### config.mk
export PLATFORM = sky130hd
export DESIGN_NAME = fetch_sequencer
export DESIGN_NICKNAME = d
export VERILOG_FILES = /design/src/rtl/fetch_sequencer_pkg.sv /design/src/rtl/fetch_sequencer_next_pc.sv /design/src/rtl/fetch_sequencer.sv
export SDC_FILE = /design/constraint.sdc
export NUM_CORES = 1
export LEC_CHECK = 0
export CELL_PAD_IN_SITES_DETAIL_PLACEMENT = 0
export CELL_PAD_IN_SITES_GLOBAL_PLACEMENT = 1
export CORE_ASPECT_RATIO = 1.25
export CORE_MARGIN = 10
export CORE_UTILIZATION = 32
export CTS_CLUSTER_SIZE = 20
export DETAILED_ROUTE_END_ITERATION = 8
export HOLD_SLACK_MARGIN = 0.08
export PLACE_DENSITY_LB_ADDON = 0.2
export SYNTH_ARGS = -nofsm -noshare
export SYNTH_HDL_FRONTEND = slang
export SYNTH_SLANG_ARGS = --single-unit
### constraint.sdc
create_clock -name clk -period 3.3 [get_ports clk]
set_clock_uncertainty 0.2 [all_clocks]
set_input_delay 0.66 -clock clk [delete_from_list [all_inputs] [get_ports clk]]
set_output_delay 0.66 -clock clk [all_outputs]
set_load 0.1 [all_outputs]
### src/rtl/fetch_sequencer_pkg.sv
// fetch_sequencer_pkg: shared state encoding, opcode field layout and width defaults
package fetch_sequencer_pkg;
  typedef enum logic [1:0] {IDLE, LOAD, RUN, HALT} state_t;
  localparam logic [1:0] JMP_OPC_DEF = 2'b11;
  localparam int OPC_HI = 7;
  localparam int OPC_LO = 6;
  localparam int OFF_HI = 5;
  localparam int OFF_LO = 0;
  localparam int OFF_W = OFF_HI - OFF_LO + 1;
  localparam int DATA_W_DEF = 8;
  localparam int ADDR_W_DEF = 8;
endpackage

### src/rtl/fetch_sequencer_next_pc.sv
// fetch_next_pc: next PC (increment or PC-relative jump) and end-of-program range check
module fetch_next_pc
  import fetch_sequencer_pkg::*;
#(
  parameter int ADDR_W = ADDR_W_DEF,
  parameter int DATA_W = DATA_W_DEF,
  parameter logic [1:0] JMP_OPC = JMP_OPC_DEF
) (
  input  logic [ADDR_W-1:0] pc,
  input  logic [DATA_W-1:0] instr,
  input  logic [ADDR_W-1:0] len,
  output logic [ADDR_W-1:0] next_pc,
  output logic              out_of_range,
  output logic              is_jump
);
  always_comb begin
    is_jump = instr[OPC_HI:OPC_LO] == JMP_OPC;
    next_pc = pc + ADDR_W'(1) + (is_jump ? {{(ADDR_W-OFF_W){instr[OFF_HI]}}, instr[OFF_HI:OFF_LO]} : '0);
    // negative targets wrap to large unsigned values, so one compare catches both ends
    out_of_range = next_pc >= len;
  end
endmodule

### src/rtl/fetch_sequencer.sv
// fetch_sequencer: program loader and PC sequencer for the instruction memory; FETCH_PERF_EN adds perf counters
module fetch_sequencer
  import fetch_sequencer_pkg::*;
#(
  parameter int DEPTH = 8,
  parameter int ADDR_W = ADDR_W_DEF,
  parameter int DATA_W = DATA_W_DEF,
  parameter logic [1:0] JMP_OPC = JMP_OPC_DEF
) (
  input  logic              clk,
  input  logic              reset,
  input  logic              start,
  input  logic              load_valid,
  input  logic [DATA_W-1:0] load_data,
  input  logic              load_last,
  output logic              load_ready,
  output logic              mem_we,
  output logic [ADDR_W-1:0] mem_waddr,
  output logic [DATA_W-1:0] mem_wdata,
  output logic [ADDR_W-1:0] pc,
  input  logic [DATA_W-1:0] instr_in,
  input  logic              stall,
  output logic              if_valid,
  output logic [DATA_W-1:0] if_instr,
  output logic [ADDR_W-1:0] if_pc,
  output logic              halted,
`ifdef FETCH_PERF_EN
  output logic [15:0]       perf_cycles,
  output logic [15:0]       perf_stalls,
`endif
  output logic              err
);
  state_t state, state_nx;
  logic [ADDR_W-1:0] waddr, len, next_pc;
  logic xfer, ovf, fetch, go, oor, is_jump;

  assign xfer = load_valid & (state == LOAD);
  assign ovf = xfer & (len == ADDR_W'(DEPTH));
  assign fetch = (state == RUN) & ~stall;
  assign go = start & ((state == IDLE) | (state == HALT));

  fetch_next_pc #(.ADDR_W(ADDR_W), .DATA_W(DATA_W), .JMP_OPC(JMP_OPC)) u_npc (
    .pc(pc),
    .instr(instr_in),
    .len(len),
    .next_pc(next_pc),
    .out_of_range(oor),
    .is_jump(is_jump)
  );

  always_ff @(posedge clk)
    state <= reset ? IDLE : state_nx;

  always_comb begin
    state_nx = state;
    case (state)
      IDLE: state_nx = start ? LOAD : IDLE;
      LOAD: state_nx = ovf ? HALT : (xfer & load_last) ? RUN : LOAD;
      RUN:  state_nx = (fetch & oor) ? HALT : RUN;
      HALT: state_nx = start ? LOAD : HALT;
      default: state_nx = IDLE;
    endcase
  end

  always_comb begin
    load_ready = state == LOAD;
    halted = state == HALT;
    mem_we = xfer & ~ovf;
    mem_waddr = waddr;
    mem_wdata = mem_we ? load_data : '0;
  end

  always_ff @(posedge clk) begin
    if (reset) begin
      waddr <= '0;
      len <= '0;
      pc <= '0;
      if_pc <= '0;
      if_instr <= '0;
      if_valid <= 1'b0;
      err <= 1'b0;
    end else begin
      if (go) begin
        waddr <= '0;
        len <= '0;
        err <= 1'b0;
      end
      if (mem_we) begin
        waddr <= waddr + ADDR_W'(1);
        len <= len + ADDR_W'(1);
      end
      if (mem_we & load_last) pc <= '0;
      if (ovf | (fetch & oor & is_jump)) err <= 1'b1;
      if (fetch) begin
        if_instr <= instr_in;
        if_pc <= pc;
        if (!oor) pc <= next_pc;
      end
      // the halting fetch still presents its instruction; HALT then drops if_valid
      if_valid <= fetch | ((state == RUN) & stall & if_valid);
    end
  end

`ifdef FETCH_PERF_EN
  always_ff @(posedge clk) begin
    if (reset | go) begin
      perf_cycles <= '0;
      perf_stalls <= '0;
    end else if (state == RUN) begin
      if (perf_cycles != 16'hFFFF) perf_cycles <= perf_cycles + 16'd1;
      if (stall && perf_stalls != 16'hFFFF) perf_stalls <= perf_stalls + 16'd1;
    end
  end
`endif
endmodule
; ---- Yosys cells after proc, flatten, opt, wreduce, memory -nomap -nowiden
; Index checks and enable logic that the tools add are counted.
[word_totals]
output_inout_bits = 45
ff_bits = 44
elab_cells = 53
[classes]
mux = 16
bitwise_logic = 16
n_reduce_logical = 3
magnitude_cmp = 1
n_eq_ne = 5
n_addsub = 4
[op_table]
columns = op, count
row1 = 8-bit two-way mux, 8
row2 = "8-bit by 1-bit adder with 8-bit output, second input constant", 3
row3 = 1-bit bitwise AND, 11
row4 = 8-bit adder, 1
row5 = "8-bit by 4-bit == test with 1-bit output, second input constant", 1
row6 = 8-bit greater-or-equal comparator, 1
row7 = 2-bit one-hot mux with 4 select lines, 1
row8 = "2-bit == test, second input constant", 3
row9 = 2-bit two-way mux, 3
row10 = 1-bit two-way mux, 4
row11 = 2-bit nonzero test, 2
row12 = 1-bit bitwise OR, 3
row13 = "2-bit by 1-bit == test with 1-bit output, second input constant", 1
row14 = 2-bit logical NOT, 1
row15 = 1-bit inverter, 2

; ---- Depth between registers and ports, before layout
; Gate-level depths: netlist (run 1).
[depth]
depth_word = 9
depth_mapped = 16
depth_no_buf = 14

; ---- Cells and area by module
; From an unflattened synthesis (run 1), not the netlist that was laid out.
[hier_totals]
hier_cells = 283
area_unflattened_um2 = 2464.9
[modules_own_cells]
columns = mod, area_each_um2, n_inst, cells_each
row1 = fetch_sequencer, 1935.6, 1, 213
row2 = fetch_next_pc, 529.3, 1, 70

; ---- Least setup slack after synthesis (run 1)
; Ideal clock, no wire load.
[synth_timing]
path_type = register to output
from = register state[1]
to = output mem_wdata[0]
arrival_ps = 3605
path_stages_with_launch = 8
required_ps = 2440
n_path_buf = 1
setup_slack_ps = -1165
cell_sequence = dfxtp_1 inv_1 ha_1 nand2_1 a21o_2 inv_4 clkbuf_1 and2_1
[synth_between]
elab_chain_len = 6
[synth_rtl]
columns = item, line_no
row1 = "start, declared", fetch_sequencer.sv:33  ; state_t state, state_nx;
row2 = "start signal, assigned", fetch_sequencer.sv:52  ; state <= reset ? IDLE : state_nx;
row3 = 2-bit by 1-bit == test with 1-bit output *, --
row4 = named net load_ready, fetch_sequencer.sv:16  ; output logic load_ready,
row5 = 1-bit bitwise AND *, fetch_sequencer.sv:37  ; assign xfer = load_valid & (state == LOAD);
row6 = 1-bit bitwise AND, fetch_sequencer.sv:38  ; assign ovf = xfer & (len == ADDR_W'(DEPTH));
row7 = 1-bit inverter, fetch_sequencer.sv:68  ; mem_we = xfer & ~ovf;
row8 = 1-bit bitwise AND *, fetch_sequencer.sv:68
row9 = named net mem_we, fetch_sequencer.sv:17  ; output logic mem_we,
row10 = 8-bit two-way mux *, fetch_sequencer.sv:70  ; mem_wdata = mem_we ? load_data : '0;
row11 = "end, declared", fetch_sequencer.sv:19  ; output logic [DATA_W-1:0] mem_wdata,
; Mark *: on every way through the listed nets, which the timed path passes. The rest lies on a longest branch.

; ---- Final worst setup path (run 1)
[layout_timing]
from = input instr_in[2]
to = register pc[0]
[layout_between]
elab_chain_len = 5
[layout_rtl]
columns = item, line_no
row1 = "start, declared", fetch_sequencer.sv:21  ; input logic [DATA_W-1:0] instr_in,
row2 = 8-bit two-way mux, fetch_sequencer_next_pc.sv:18  ; next_pc = pc + ADDR_W'(1) + (is_jump ? {{(ADDR_W-OFF_W){instr[OFF_HI]}}, instr[OFF_HI:OFF_LO]} : '0);
row3 = 8-bit adder, fetch_sequencer_next_pc.sv:18
row4 = 8-bit greater-or-equal comparator, fetch_sequencer_next_pc.sv:20  ; out_of_range = next_pc >= len;
row5 = 8-bit two-way mux, fetch_sequencer.sv:97  ; if (!oor) pc <= next_pc;
row6 = 8-bit two-way mux, fetch_sequencer.sv:94  ; if (fetch) begin
row7 = "end signal, assigned", fetch_sequencer.sv:97
row8 = "end, declared", fetch_sequencer.sv:20  ; output logic [ADDR_W-1:0] pc,
; Every way passes these cells.
; A chain may end at the register's enable or synchronous reset.

==> summary.txt, run 1 <==
Number of synthesized flops with an enable pin: 0
Simple-gate share of the synthesized area: 0.256
Gr usage total: 0.130
WL per Instance: 15.5 um
Main synth FF type: dfxtp_1
Total wire length: 8040 um
Util after Layout: 0.508
First-pass GRT wire length: 13000 um
Synthesized instance count: 327
WHS: 0.259 ns
Placed Cells: 508
Number of global-route vias before repair: 2654
Synth Area in Compound Gates: 0.220
FF+latch count, synth: 44
Detail-routed via count per cell: 5.08
Worst r2r src: pc[2]
Maximum clock path buffer count: 2
Pwr per Cell Area: 311 nW/um2
Ys Warns: 0
Worst setup EP type: register
Post-Synth XOR/XNOR Area: 0.0135
Min cycle time layout: 3.18 ns
Core footprint: 7840 um2
CTS Buf Count: 5
First DRT Iteration DRCs: 54
Worst Max-Slew Pin Slew: 0.369 ns
Avg Cell Area, Syn: 7.93 um2
Detail Route Antenna Nets: 0
Crit path max fanout: 3
Async set-or-reset flop fraction in the synthesized netlist: 0
Clk_lat worst skew: 0.31 ns
DIE AREA: 12100 um2
Reg clk slew, reported paths: 0.10 ns
Rows: 36
Drt first pass iters: 4
Slew headroom: 0.754
Most frequent standard cell in the layout excluding fill and tap cells: buf_4
Worst IR Drop VDD: 0.158 mV
Number of distinct library cells after synthesis: 50
Mux share of post-synthesis cell area: 0
Worst Slack Setup Final: 0.116 ns
Worst slack, placed: -0.800 ns
Syn Std Cell Area: 2590 um2
HPWL Detailed: 6420 um
Hold Startpoint: if_instr[5]
Share of cells above drive strength 1: 0.362
Final worst path period share: 0.965
P&R area growth vs syn: 53.4%
Fin cells: 520
Sequential area share after synthesis: 0.340
H-Tree Depth: 2
Die Span Y: 121 um
CTS tree: done
Post-Route Setup TNS: 0 ns
Critical Path Start Type: primary input
Remaining Overflow, GRT: 0
Worst Setup SP: instr_in[2]
Crit path kind: in -> reg
Initial antenna violation count: 0
Count of final hold-check violations: 0
F_max: 314 MHz
Layout Nets: 469
Port-buffer cells: 66
Remaining DRCs: 0
Gpl congestion: 0.793
Required @ worst endpoint: 3.34 ns
Root Buffer: clkbuf_8
Max Cap Viol: 0
Final-report max-slew violation count: 0
Largest net degree at the start of global routing: 26
Starting density of the core: 0.331
Final setup fails: 0
Worst Hold Class: reg -> reg
Arr. time, crit path: 3.22 ns
Routed vias: 2642
Syn nets: 372
Top-level I/O count: 67
Commonest non-fill, non-tap cells in the layout: buf_4, a21oi_1, nand2_1
Status: complete, no violations
Leakage: 1.60 nW
# diodes: 0
Largest family of logic cells by synthesized area: simple AND/OR/NAND/NOR gates
Clock sink count: 44
Die width: 101 um
Adder-Cell Fraction of Synth Area: 0.114
synthesized netlist by cell type (5+ instances only):
cell type,number,area [um2]
nand3b_1,6,45.0
ha_1,22,275
nor2_1,20,75.1
a21oi_1,46,230
clkbuf_1,8,30.0
nand3_1,21,105
o21ai_1,8,40.0
nand2_1,41,154
nand2b_1,5,31.3
dfxtp_1,44,881
and3_1,13,81.3
inv_1,19,71.3
and2_1,9,56.3
o211ai_1,6,45.0
cell type report:
| type | count | area, um2 |
|---|---|---|
| clock buffers | 5 | 68.8 |
| inverters | 20 | 77.6 |
| flip-flops and latches | 44 | 890 |
| fillers | 800 | 3860 |
| multi-input cells | 248 | 1830 |
| clock inverters | 3 | 46.3 |
| repair buffers | 105 | 951 |
| well taps | 95 | 119 |
sequential cells by signal (all words and copies together), names as in the netlist:
register   flops
err            1
if_instr       8
if_pc          8
if_valid       1
len            8
mem_waddr      8
pc             8
state          2
worst max-delay path, stage by stage:
cell and delay [ns]:
clkdlybuf4s15_1 0.20, and3_4 0.19, ha_4 0.21, buf_4 0.13
nand3b_1 0.08, nand2_2 0.07, buf_4 0.15, nand2_1 0.09
and3_4 0.19, nor2_2 0.04, ha_1 0.28, buf_4 0.16
a21oi_4 0.15, o211ai_2 0.11, or3_1 0.37, a21oi_1 0.13
stage by stage:
stage / instance area, um2 / total power, mW
floorplan: 2790 / 0.708
global placement: 3740 / 0.802
detailed placement: 3740 / 0.803
CTS: 3920 / 1.25
global route: 3980 / 1.29
finish: 3980 / 1.24
layer usage:
| metal | up-vias | GRT usage | wire (um) | share of wire |
|---|---|---|---|---|
| li1 | 1353 | - | - | - |
| met1 | 1230 | 0.138 | 3270 | 0.41 |
| met2 | 54 | 0.245 | 4360 | 0.54 |
| met3 | 5 | 0.0313 | 335 | 0.042 |
| met4 | 0 | 0.0345 | 78 | 0.0097 |
| met5 | - | 0 | 0 | 0 |
final timing paths:
| path | to | slack [ns] | cells past startpoint |
|---|---|---|---|
| setup / recovery | pc[0] | 0.12 | 16 |
| setup reg to reg | pc[0] | 0.42 | 14 |
| hold / removal | if_instr[5] | 0.26 | 2 |
| hold reg to reg | if_instr[5] | 0.26 | 2 |
power by group:
group | internal [mW] | total (mW) | switching, mW
Combinational | 0.112 | 0.264 | 0.152
Clock | 0.228 | 0.437 | 0.209
Sequential | 0.534 | 0.537 | 0.00356
Total | 0.874 | 1.24 | 0.365
repair_timing:
action	CTS	global route
pin swaps	14	9
setup endpoints to repair	10	10
gates resized for setup	28	12
buffers inserted	4	0
hold buffers	0	0
cells by family after synthesis:
family,after synthesis
adders and majority gates,23
buffers and inverters,35
AOI/OAI and AO/OA,91
DFF,44
and+or+nand+nor,130
xor gates and xnor gates,4
Power figures use the tool's default switching activity.
==> run 2: changes to the inputs <==
--- a/config.mk
+++ b/config.mk
@@ -5,15 +5,14 @@
 export SDC_FILE = /design/constraint.sdc
 export NUM_CORES = 1
 export LEC_CHECK = 0
-export CELL_PAD_IN_SITES_DETAIL_PLACEMENT = 0
-export CELL_PAD_IN_SITES_GLOBAL_PLACEMENT = 1
 export CORE_ASPECT_RATIO = 1.25
 export CORE_MARGIN = 10
-export CORE_UTILIZATION = 32
+export CORE_UTILIZATION = 44
 export CTS_CLUSTER_SIZE = 20
 export DETAILED_ROUTE_END_ITERATION = 8
 export HOLD_SLACK_MARGIN = 0.08
 export PLACE_DENSITY_LB_ADDON = 0.2
+export SLEW_MARGIN = 20
 export SYNTH_ARGS = -nofsm -noshare
 export SYNTH_HDL_FRONTEND = slang
 export SYNTH_SLANG_ARGS = --single-unit
==> run 2 against run 1 <==
Critical path depth stayed put. Worst hold slack got worse by 0.0016 ns. Count of clock-buffer cells in the layout unchanged. Die area is 23% lower. Critical path type unchanged. Final area decreased by 2.8%. Register-to-register slack worse by 0.17 ns. Sequential share of layout area rose by 0.65 points. Cell count is 7.7% lower. Via count fell by 0.45%. Global-route usage up 3.2 points. First-iteration DRC count is 130% higher.
==> summary.txt, run 2 (synthesized netlist as in run 1, its figures left out) <==
Total wire length: 7670 um (-4.7%)
Initial antenna violation count: 0 (unchanged)
Commonest non-fill, non-tap cells in the layout: buf_4, a21oi_1, nand2_1
Final worst path period share: 0.995 (+0.0298)
CTS tree: done
Die Span Y: 106 um (-12%)
Placed Cells: 468 (-7.9%)
Worst path bufs/invs: 5 (+1)
CP cell instances: buf_4 > buf_6 > and3_4 > ha_4 > a21oi_2 > inv_1 > a31oi_2 > xor2_1 > inv_1 > ha_1 > and3_1 > nand2_2 > nor3_2 > buf_4 > or3_4 > a21oi_2
Number of global-route vias before repair: 2638 (-0.60%)
Critical Path Start Type: primary input
Die width: 88.7 um (-12%)
First DRT Iteration DRCs: 126 (+130%)
Worst Max-Slew Pin Slew: 0.491 ns (+0.122 ns)
Leakage: 1.55 nW (-2.7%)
Reg clk slew, reported paths: 0.09 ns (about the same)
F_max: 305 MHz (-3.0%)
DIE AREA: 9380 um2 (-23%)
Min cycle time layout: 3.28 ns (+0.0982 ns)
Slew headroom: 0.672 (-0.0819)
Worst Hold Class: reg -> reg
Crit path kind: in -> reg
Fin cells: 480 (-7.7%)
Share of cells above drive strength 1: 0.353 (-0.00970)
Util after Layout: 0.669 (+0.161)
Remaining DRCs: 0 (unchanged)
Worst IR Drop VDD: 0.265 mV (+68%)
DP Area: 3620 um2 (-3.2%)
Arr. time, crit path: 3.32 ns (+0.10 ns)
P&R area growth vs syn: 49.1%
CTS Hold Bufs: 0 (unchanged)
Maximum clock path buffer count: 2 (unchanged)
Post-route cell area: 3870 um2 (-2.8%)
R2R setup slack: 0.25 ns (-0.17 ns)
Detail-routed via count per cell: 5.48 (+7.8%)
Gpl congestion: 0.826 (+4.2%)
Worst Slack Setup Final: 0.0178 ns (-0.0982 ns)
Root Buffer: clkbuf_8
Status: complete, no violations
Gr usage total: 0.162 (+0.0317)
Worst slack, placed: -0.873 ns (-0.0730 ns)
CP top delay family: simple AND/OR/NAND/NOR gates
Routed vias: 2630 (-0.45%)
H-Tree Depth: 2 (unchanged)
First-pass GRT wire length: 12600 um (-2.9%)
Top-level I/O count: 67 (unchanged)
Worst setup EP type: register
Required @ worst endpoint: 3.34 ns (about the same)
Detail Route Antenna Nets: 0 (unchanged)
Max Cap Viol: 0 (unchanged)
Final-report max-slew violation count: 0 (unchanged)
Clk_lat worst skew: 0.30 ns (about the same)
Layout Nets: 458 (-2.3%)
Slowest cell delay on critical path: 0.33 ns (-0.04 ns)
Core footprint: 5780 um2 (-26%)
Drt first pass iters: 4 (unchanged)
Slowest CP cell: or3_4
Remaining Overflow, GRT: 0 (unchanged)
HPWL Detailed: 5960 um (-7.1%)
Final setup fails: 0 (unchanged)
Port-buffer cells: 66 (unchanged)
Count of final hold-check violations: 0 (unchanged)
Largest net degree at the start of global routing: 31 (+19%)
# diodes: 0 (unchanged)
Pwr per Cell Area: 318 nW/um2 (+2.1%)
Crit path max fanout: 6 (+3)
Clock sink count: 44 (unchanged)
Starting density of the core: 0.449 (+0.118)
Rows: 31 (-14%)
Pwr Total: 1.23 mW (-0.81%)
Most frequent standard cell in the layout excluding fill and tap cells: buf_4
CTS Buf Count: 5 (unchanged)
WL per Instance: 16.0 um (+3.2%)
==> run 2: cell count changes in the layout (fill, tap and decap cells not counted), sizes merged <==
cell,before,now
buf,86,76
clkdlybuf4s15,2,1
==> run 2: worst min-delay path, delay by kind of cell (launching register included) <==
kind / cells / cell delay [ns]
AO/OA/AOI/OAI: 1 / 0.05
flip-flops: 1 / 0.32
AND/OR/NAND/NOR: 1 / 0.05
==> run 2: area by class of cell <==
type / instances / area (um2)
Inverter: 20 / 77.6
Fill cell: 486 / 1910
Sequential cell: 44 / 890
Timing Repair Buffer: 94 / 872
Tap cell: 66 / 82.6
Clock buffer: 5 / 68.8
Multi-Input combinational cell: 248 / 1830
Clock inverter: 3 / 46.3
==> run 2: layer usage <==
layer | vias up | part of all wire | track usage
li1 | 1325 | - | -
met1 | 1238 | 0.38 | 0.171
met2 | 52 | 0.55 | 0.306
met3 | 15 | 0.046 | 0.0331
met4 | 0 | 0.022 | 0.0428
met5 | - | 0 | 0
==> run 2: path summary, 6_finish.rpt <==
| path | startpoint | endpoint | depth (start not counted) |
|---|---|---|---|
| worst max-delay path | instr_in[7] | pc[0] | 16 |
| worst min-delay path | if_instr[1] | if_instr[1] | 2 |
| worst max register to register | pc[0] | pc[6] | 12 |
| worst min register to register | if_instr[1] | if_instr[1] | 2 |
==> run 2: timing repair <==
action                                 4_1_cts  5_1_grt
setup endpoints to repair                   10       10
pin swaps                                   15        9
setup buffers                                2        2
gates resized for setup                     34       14
endpoints found under the hold margin        0        0
==> run 2: power by group <==
group | internal [mW] | switching (mW)
Combinational | 0.104 | 0.152
Sequential | 0.534 | 0.00366
Clock | 0.228 | 0.207
==> run 2: per-stage QoR <==
stage	TNS, ns	hold slack [ns]
global route	-0.436	0.284
floorplan	-0.311	0.267
global placement	-8.12	0.242
detailed placement	-8.37	0.248
CTS	0	0.261
finish	0	0.258
